`src/rtl/sound_pkg.sv`:
```
`default_nettype none
// ============================================================================
//  Module      : sound_pkg
//  Description : Shared constants and helpers for the sound-path I2S blocks.
//  Revision    : 1.0 - initial release
// ============================================================================
package sound_pkg;

  // Nominal I2S framing used by the sound transmitter: 128 bclk per channel.
  localparam int I2S_SLOTS_PER_CH = 128;
  localparam int I2S_FRAME_BCLKS  = 2 * I2S_SLOTS_PER_CH;

  // Standard I2S: the MSB follows the lrck edge by one bclk.
  localparam int I2S_DELAY_SLOTS  = 1;

  // lrck level identifies the channel currently on the wire.
  typedef enum logic {
    I2S_CH_LEFT  = 1'b0,
    I2S_CH_RIGHT = 1'b1
  } i2s_ch_e;

  // Slot counter needs one extra bit so an over-long half saturates well
  // above the nominal length instead of wrapping back into range.
  function automatic int i2s_slot_cnt_width(input int slots);
    return $clog2(slots) + 1;
  endfunction

endpackage
`default_nettype wire

```
`src/rtl/i2s_rx_sync.sv`:
```
`default_nettype none
// ============================================================================
//  Module      : i2s_rx_sync
//  Description : Two-flop synchronizers for the asynchronous I2S pins plus a
//                rising-edge detector on the synchronized bit clock.
//  Revision    : 1.0 - initial release
// ============================================================================
module i2s_rx_sync (
  input  logic clk,
  input  logic rst_n,
  input  logic i2s_bclk,
  input  logic i2s_lrck,
  input  logic i2s_dat,
  output logic bclk_rise,
  output logic lrck_s,
  output logic dat_s
);

  logic [1:0] r_bclk_sync;
  logic [1:0] r_lrck_sync;
  logic [1:0] r_dat_sync;
  logic       r_bclk_prev;

  // Resynchronize all three pins and keep one history bit of bclk.
  always_ff @(posedge clk) begin
    if (!rst_n) begin
      r_bclk_sync <= 2'b00;
      r_lrck_sync <= 2'b00;
      r_dat_sync  <= 2'b00;
      r_bclk_prev <= 1'b0;
    end else begin
      r_bclk_sync <= {r_bclk_sync[0], i2s_bclk};
      r_lrck_sync <= {r_lrck_sync[0], i2s_lrck};
      r_dat_sync  <= {r_dat_sync[0],  i2s_dat};
      r_bclk_prev <= r_bclk_sync[1];
    end
  end

  assign bclk_rise = r_bclk_sync[1] & ~r_bclk_prev;
  assign lrck_s    = r_lrck_sync[1];
  assign dat_s     = r_dat_sync[1];

endmodule
`default_nettype wire

```
`src/rtl/i2s_rx.sv`:
```
`default_nettype none
// ============================================================================
//  Module      : i2s_rx
//  Description : Oversampling I2S receiver. Deserializes one WIDTH-bit word
//                per channel, checks half-frame length, tracks lock and a
//                stalled bit clock, and presents stereo samples with a strobe.
//  Revision    : 1.0 - initial release
// ============================================================================
module i2s_rx
  import sound_pkg::*;
#(
  parameter int WIDTH        = 16,
  parameter int SLOTS_PER_CH = I2S_SLOTS_PER_CH,
  parameter int TIMEOUT      = 1024
) (
  input  logic             clk,
  input  logic             rst_n,
  input  logic             i2s_bclk,
  input  logic             i2s_lrck,
  input  logic             i2s_dat,
  output logic [WIDTH-1:0] left,
  output logic [WIDTH-1:0] right,
  output logic             sample_valid,
  output logic             frame_err,
  output logic             locked
);

  localparam int C_SLOT_W = i2s_slot_cnt_width(SLOTS_PER_CH);
  localparam int C_IDLE_W = $clog2(TIMEOUT + 1);

  localparam logic [C_SLOT_W-1:0] C_SLOT_MAX   = '1;
  localparam logic [C_SLOT_W-1:0] C_FIRST_SLOT = C_SLOT_W'(I2S_DELAY_SLOTS);
  localparam logic [C_SLOT_W-1:0] C_LAST_SLOT  = C_SLOT_W'(I2S_DELAY_SLOTS + WIDTH - 1);
  localparam logic [C_SLOT_W:0]   C_HALF_LEN   = (C_SLOT_W + 1)'(SLOTS_PER_CH);
  localparam logic [C_IDLE_W-1:0] C_IDLE_LAST  = C_IDLE_W'(TIMEOUT - 1);
  localparam logic [C_IDLE_W-1:0] C_IDLE_MAX   = C_IDLE_W'(TIMEOUT);

  logic                w_bclk_rise;
  logic                w_lrck;
  logic                w_dat;
  logic                w_lrck_edge;
  logic                w_timeout;
  logic                w_in_word;
  logic [C_SLOT_W-1:0] w_slot_next;
  logic [C_SLOT_W:0]   w_len;
  logic [WIDTH-1:0]    w_word;

  logic                r_lrck_last;
  logic [C_SLOT_W-1:0] r_slot_cnt;
  logic [WIDTH-2:0]    r_shreg;
  logic [WIDTH-1:0]    r_hold_l;
  logic                r_ok_l;
  logic                r_seen;
  logic [1:0]          r_good;
  logic [C_IDLE_W-1:0] r_idle;

  i2s_rx_sync u_sync (
    .clk       (clk),
    .rst_n     (rst_n),
    .i2s_bclk  (i2s_bclk),
    .i2s_lrck  (i2s_lrck),
    .i2s_dat   (i2s_dat),
    .bclk_rise (w_bclk_rise),
    .lrck_s    (w_lrck),
    .dat_s     (w_dat)
  );

  // An lrck change seen at a bclk rise marks slot 0 of a new half.
  assign w_lrck_edge = w_bclk_rise & (w_lrck != r_lrck_last);
  // Length of the half that ends at this edge.
  assign w_len       = {1'b0, r_slot_cnt} + (C_SLOT_W + 1)'(1);
  assign w_slot_next = (r_slot_cnt == C_SLOT_MAX) ? r_slot_cnt
                                                  : r_slot_cnt + C_SLOT_W'(1);
  assign w_in_word   = (w_slot_next >= C_FIRST_SLOT) && (w_slot_next <= C_LAST_SLOT);
  // Complete word as it stands once the current bit is appended.
  assign w_word      = {r_shreg, w_dat};
  assign w_timeout   = ~w_bclk_rise & (r_idle == C_IDLE_LAST);

  // Slot counting and serial-to-parallel shifting, advanced on each bclk rise.
  always_ff @(posedge clk) begin
    if (!rst_n) begin
      r_lrck_last <= 1'b0;
      r_slot_cnt  <= '0;
      r_shreg     <= '0;
    end else if (w_bclk_rise) begin
      r_lrck_last <= w_lrck;
      if (w_lrck != r_lrck_last) begin
        r_slot_cnt <= '0;
      end else begin
        r_slot_cnt <= w_slot_next;
        if (w_in_word) begin
          r_shreg <= w_word[WIDTH-2:0];
        end
      end
    end
  end

  // Idle watchdog: clk cycles since the last bclk rise, saturating.
  always_ff @(posedge clk) begin
    if (!rst_n) begin
      r_idle <= '0;
    end else if (w_bclk_rise) begin
      r_idle <= '0;
    end else if (r_idle != C_IDLE_MAX) begin
      r_idle <= r_idle + C_IDLE_W'(1);
    end
  end

  // Lock tracking, word capture and output presentation.
  always_ff @(posedge clk) begin
    if (!rst_n) begin
      left         <= '0;
      right        <= '0;
      sample_valid <= 1'b0;
      frame_err    <= 1'b0;
      locked       <= 1'b0;
      r_hold_l     <= '0;
      r_ok_l       <= 1'b0;
      r_seen       <= 1'b0;
      r_good       <= 2'd0;
    end else begin
      sample_valid <= 1'b0;
      frame_err    <= 1'b0;
      if (w_timeout) begin
        // Stalled bit clock: start over without reporting a framing error.
        locked <= 1'b0;
        r_good <= 2'd0;
        r_seen <= 1'b0;
      end else if (w_lrck_edge) begin
        // A new left half invalidates the previously held left word.
        if (w_lrck == I2S_CH_LEFT) begin
          r_ok_l <= 1'b0;
        end
        if (!r_seen) begin
          r_seen <= 1'b1;
        end else if (w_len != C_HALF_LEN) begin
          frame_err <= 1'b1;
          locked    <= 1'b0;
          r_good    <= 2'd0;
        end else begin
          if (r_good != 2'd2) begin
            r_good <= r_good + 2'd1;
          end
          if (r_good != 2'd0) begin
            locked <= 1'b1;
          end
        end
      end else if (w_bclk_rise && (w_slot_next == C_LAST_SLOT)) begin
        if (w_lrck == I2S_CH_LEFT) begin
          r_hold_l <= w_word;
          r_ok_l   <= 1'b1;
        end else if (locked && r_ok_l) begin
          left         <= r_hold_l;
          right        <= w_word;
          sample_valid <= 1'b1;
        end
      end
    end
  end

endmodule
`default_nettype wire

```
`config.mk`:
```
export PLATFORM = sky130hd
export DESIGN_NAME = i2s_rx
export DESIGN_NICKNAME = d
export VERILOG_FILES = /design/src/rtl/sound_pkg.sv /design/src/rtl/i2s_rx_sync.sv /design/src/rtl/i2s_rx.sv
export SDC_FILE = /design/constraint.sdc
export NUM_CORES = 1
export LEC_CHECK = 0
export BUFFER_PORTS_ARGS = -buffer_cell sky130_fd_sc_hd__buf_2
export CAP_MARGIN = 30
export CORE_ASPECT_RATIO = 0.7
export CORE_MARGIN = 2
export CORE_UTILIZATION = 40
export DETAILED_ROUTE_END_ITERATION = 6
export PLACE_DENSITY = 0.67
export SETUP_SLACK_MARGIN = 0.1
export SLEW_MARGIN = 15
export SYNTH_ARGS = -nofsm -noshare
export SYNTH_HDL_FRONTEND = slang
export SYNTH_SLANG_ARGS = --single-unit
```
`constraint.sdc`:
```
create_clock -name clk -period 6.45 [get_ports clk]
set_input_delay 0 -clock clk [delete_from_list [all_inputs] [get_ports clk]]
set_output_delay 0 -clock clk [all_outputs]
set_load 0.05 [all_outputs]
```
# Word level (Yosys, flattened, before mapping)
# Index checks and enable logic that the tools add are counted.
op_classes:
  add_sub_neg: 4
  n_lt_le_gt_ge: 2
  n_eq_ne: 7
  mux: 12
  bitwise: 12
  n_reduce_logical: 17
op_table:
  columns: ["cell", "count"]
  rows:
  - ["8-bit two-way mux", 2]
  - ["3-bit AND reduction", 4]
  - ["11-bit by 1-bit adder with 11-bit output, second input constant", 1]
  - ["11-bit by 10-bit == test with 1-bit output, second input constant", 1]
  - ["11-bit inequality test, second input constant", 1]
  - ["8-bit by 1-bit adder with 9-bit output, second input constant", 1]
  - ["9-bit by 8-bit inequality test with 1-bit output, second input constant", 1]
  - ["1-bit inverter", 9]
  - ["8-bit by 1-bit adder with 8-bit output, second input constant", 1]
  - ["8-bit by 5-bit == test with 1-bit output, second input constant", 1]
  - ["8-bit == test, second input constant", 1]
  - ["8-bit by 1-bit >= comparator with 1-bit output, second input constant", 1]
  - ["8-bit by 5-bit less-or-equal comparator with 1-bit output, second input constant", 1]
  - ["1-bit two-way mux", 8]
  - ["2-bit nonzero test", 4]
  - ["5-bit AND reduction", 1]
  - ["5-bit OR reduction", 1]
  - ["2-bit two-way mux", 2]
  - ["4-bit AND reduction", 1]
  - ["2-bit OR reduction", 2]
  - ["4-bit OR reduction", 1]
  - ["1-bit AND", 3]
  - ["1-bit logical AND", 3]
  - ["2-bit by 1-bit adder with 2-bit output, second input constant", 1]
  - ["2 further kinds", 2]
word_totals:
  register_bits: 97
  input_bits: 5
  output_inout_bits: 35
  word_cells: 71

# Longest topological paths before layout
depth:
  depth_word: 6
  mapped_depth: 9
  ltp_nobuf: 6

# Modules after synthesis
# Synthesis repeated with hierarchy kept, for this count alone.
hier_totals:
  hier_cells: 406
  area_unflattened_um2: 3975.1
by_module_without_submodules:
  columns: ["module", "n_inst", "cells_each", "area_per_inst_um2", "seq_area_each_um2"]
  rows:
  - ["i2s_rx", 1, 391, 3784.9, 1801.7]
  - ["i2s_rx_sync", 1, 15, 190.2, 140.1]

# Worst setup path before layout
# OpenSTA, ideal clock, no wires.
synth_timing:
  path_type: "flip-flop to flip-flop"
  from: "register r_slot_cnt[0]"
  to: "register r_shreg[10]"
  setup_time_ns: 0.072
  t_arrival_ns: 2.234
  required_ns: 6.378
  setup_slack_ns: 4.145
  path_stages_with_launch: 8
  cell_sequence: "dfxtp_1 -> ha_1 -> or4b_4 -> o22ai_4 -> nor3_2 -> o311ai_4 -> buf_8 -> mux2i_1"
synth_via:
  elab_chain_len: 5
  word_cells_on_any_way: 7
synth_lines:
  columns: ["item", "line", "text"]
  rows:
  - ["start, declared", "i2s_rx.sv:49", "logic [C_SLOT_W-1:0] r_slot_cnt;"]
  - ["start signal, assigned", "i2s_rx.sv:90", "r_slot_cnt <= w_slot_next;"]
  - ["8-bit by 1-bit adder with 8-bit output / 8-bit == test (equally long branches)", "i2s_rx.sv:73, i2s_rx.sv:72", null]
  - ["8-bit two-way mux *", "i2s_rx.sv:72", "assign w_slot_next = (r_slot_cnt == C_SLOT_MAX) ? r_slot_cnt"]
  - ["8-bit by 1-bit >= comparator with 1-bit output / 8-bit by 5-bit less-or-equal comparator with 1-bit output (equally long branches)", "i2s_rx.sv:74", "assign w_in_word = (w_slot_next >= C_FIRST_SLOT) && (w_slot_next <= C_LAST_SLOT);"]
  - ["1-bit logical AND *", "i2s_rx.sv:74", null]
  - ["3-bit AND reduction (no source line) *", null, null]
  - ["end signal, assigned", "i2s_rx.sv:92", "r_shreg <= w_word[WIDTH-2:0];"]
  - ["end, declared", "i2s_rx.sv:50", "logic [WIDTH-2:0] r_shreg;"]
# Mark *: on every way between the ends. The rest lies on a longest branch, timed or not.
# A chain may end at the register's enable or synchronous reset.

# Worst setup path in the final report
layout_timing:
  from: "register r_slot_cnt[0]"
  to: "register right[1]"
layout_via:
  elab_chain_len: 5
  word_cells_on_any_way: 6
layout_lines:
  columns: ["item", "line", "text"]
  rows:
  - ["8-bit by 1-bit adder with 8-bit output / 8-bit == test (equally long branches)", "i2s_rx.sv:73, i2s_rx.sv:72", null]
  - ["8-bit two-way mux *", "i2s_rx.sv:72", null]
  - ["8-bit by 5-bit == test with 1-bit output *", "i2s_rx.sv:148", "end else if (w_bclk_rise && (w_slot_next == C_LAST_SLOT)) begin"]
  - ["1-bit logical AND *", "i2s_rx.sv:148", null]
  - ["5-bit AND reduction (no source line) *", null, null]
  - ["end signal, assigned", "i2s_rx.sv:154", "right <= w_word;"]
  - ["end, declared", "i2s_rx.sv:22", "output logic [WIDTH-1:0] right,"]
# Marked as above.

==> results.md <==
* Status: finished clean
* Static Leak at 1.92 nW
* Power Dens Cells at 264 nW/µm²
* Synth Area in XOR/XNOR at 2.86%
* Reg2Reg Launch Point: r_slot_cnt[0]
* Initial DRC Count at 195
* Final Hold Viols at 0
* Tmin final at 2890 ps
* Least-Margin Pin Slew at 701 ps
* DP HPWL at 5020 µm
* Post-DP Area at 4210 µm²
* CP arrival at 3150 ps
* # setup viols final at 0
* Avg WL per Cell at 12.8 µm
* Post-Synth Adder-Cell Area at 1.88%
* Initial Util at 41.2%
* Post-route cell area at 4600 µm²
* Worst slew margin at 52.9%
* Largest family of logic cells by synthesized area: simple AND/OR/NAND/NOR gates
* Clock Skew at 6.18 ps
* CTS tree: yes
* Syn_nets at 413
* Reg clk slew, reported paths at 60 ps
* Post-synth EDFFs at 0
* Worst R2R Setup Slack at 3560 ps
* Max clock buf depth at 2
* Pin count of the biggest net entering global routing at 76
* Cells after Synth at 402
* # diodes at 0
* Setup crit start kind: flop
* CP Max Fanout at 17
* Final WL at 7340 µm
* Nets at 450
* Commonest cells after routing, fill and taps aside: 97 x dfxtp_1, 78 x nand2_1, 63 x mux2i_1, 40 x buf_2, 23 x nor2_1
* Vias in the first global route at 2466
* Syn_area_per_cell at 9.92 µm²
* Unrepaired setup endpoints after global routing: no
* Critical path class: flop to flop
* Hold WC Path Type: primary input to flop
* Total GRT Usage at 14.1%
* TritonCTS Buffers at 9
* Yosys warnings at 0
* Distinct cells, synth at 48
* Async SR Flop Fraction at 0%
* Hold WS at 351 ps
* Die X at 123 µm
* Most area-consuming cells after synthesis: dfxtp_1 49%, mux2i_1 16%, nand2_1 7.3%
* Vias per cell at 4.96
* Seq/Total Area, Yosys at 48.7%
* Multiplexer area fraction after synthesis at 16.1%
* Critical Path End Type: flop
* Die area at 10800 µm²
* Share of the synthesized area in the top cell type at 48.7%
* Initial antenna violation count at 0
* Top FF cell, synth: dfxtp_1
* Setup Fix Bufs, Post-CTS at 0
* Netlist Area Pre-Place at 3990 µm²
* Die H at 87.5 µm
* FF-to-FF path depth at 7
* IO Port Bufs at 39
* Core Box Area at 9680 µm²
* Synth Area in Compound Gates at 6.87%
* Grt ovf at 0
* Maximum VDD drop at 0.000152 V
* Max-Cap Viols at 0
* TritonCTS Sinks at 97
* Placed cells at 552
* CTS Hold Bufs at 3
* RePlAce Congestion at 0.848
* CTS H-tree depth at 3
* Vias at 2837
* Most common cell after layout, fill and taps aside: dfxtp_1
* Final worst-path cycle share at 44.7%
* First-pass GRT wire length at 11800 µm
* Finished Layout Cells at 572
* Seq cells post-synth at 97
* Setup TNS at 0 ps
* Share of cells above drive strength 1 at 16.4%
* Row count at 30
* Hold path startpoint: rst_n
* Slew Limit Fails at 0
* # IOs at 40
* FMAX at 346 MHz
* Layout area overhead at 15.3%
* Synth Area in Simple Gates at 18.8%
* Post-route ant nets at 0
* Hold worst-path end: right[2]
* Reg-to-Reg End: right[1]
* Drt pass-1 iters at 4
* Post_cts resized at 0
* CP required at 6720 ps
* Area leader, netlist: dfxtp_1
* DRC at 0
* Hold path depth at 4
* Worst skew pair latency at 340 ps
* Root Buffer: clkbuf_16
synthesized netlist by cell type, drive strengths merged, types with 4 or more instances:
library cell	count
mux2i	63
dfxtp	97
xnor2	4
ha	6
and2	8
nor3	7
buf	11
or3	4
nand4	4
o21ai	11
nand3	18
xor2	9
nor2	23
a21oi	11
nand2	79
inv	5
clkbuf	10
registers in the layout (all words and copies together), names as in the netlist:
register and count:
frame_err 1, left 16, locked 1, r_good 2, r_hold_l 16, r_idle 11
r_lrck_last 1, r_ok_l 1, r_seen 1, r_shreg 15, r_slot_cnt 8, right 16
sample_valid 1, u_sync.r_bclk_prev 1, u_sync.r_bclk_sync 2, u_sync.r_dat_sync 2, u_sync.r_lrck_sync 2
kinds of logic (layout without fill, tap and decap cells):
kind of cell | Yosys count | in the layout
simple gates | 159 | 159
flops | 97 | 97
mux | 64 | 64
compound gates | 37 | 37
buf+inv | 26 | 68
xor+xnor | 13 | 13
fa+ha+maj | 6 | 6
layer usage:
metal	global-route usage (%)	share of wire, %
met1	20.3	53
met4	4.24	1.3
met3	5.60	3.9
met5	0	0
met2	19.3	42
where the power goes:
| group | switching (mW) | internal [mW] | total [mW] |
|---|---|---|---|
| clock | 0.227 | 0.351 | 0.578 |
| sequential | 0.00378 | 0.603 | 0.607 |
| combinational | 0.0198 | 0.0120 | 0.0318 |
| total | 0.251 | 0.966 | 1.22 |
how the worst max path moves through the flow:
stage,from,endpoint,slack [ps],cells past startpoint
final,r_slot_cnt[0],right[1],3560,7
after global placement,r_slot_cnt[0],r_hold_l[7],3410,6
after detailed placement,r_slot_cnt[0],left[0],3400,6
after floorplan,r_slot_cnt[0],r_shreg[10],4140,7
after global routing,r_slot_cnt[0],r_hold_l[9],3400,7
after CTS,r_slot_cnt[0],left[0],3390,6
critical path, cell delays in order, from the launching register on:
cell	delay, ps
dfxtp_1	480
ha_1	320
or4b_4	510
o22ai_4	160
and2_2	240
and4b_2	660
buf_16	240
mux2i_1	210
metrics by stage:
stage / utilization (%) / power (mW) / worst slack (ps)
after floorplan: - / 0.643 / 4140
after global placement: 43.1 / 0.649 / 3410
after detailed placement: 43.5 / 0.651 / 3400
after CTS: 47.2 / 1.23 / 3390
after global routing: 47.5 / 1.26 / 3400
final: 47.5 / 1.22 / 3560
final cells by class:
class                      count  area (µm²)
clock buffer                  10         239
clock inverter                 6        88.8
fill                         912        5090
inverter                       5        18.8
multi-input combinational    279        1850
sequential                    97        1940
tap                          128         160
timing repair buffer          47         295
Power figures use the tool's default switching activity.
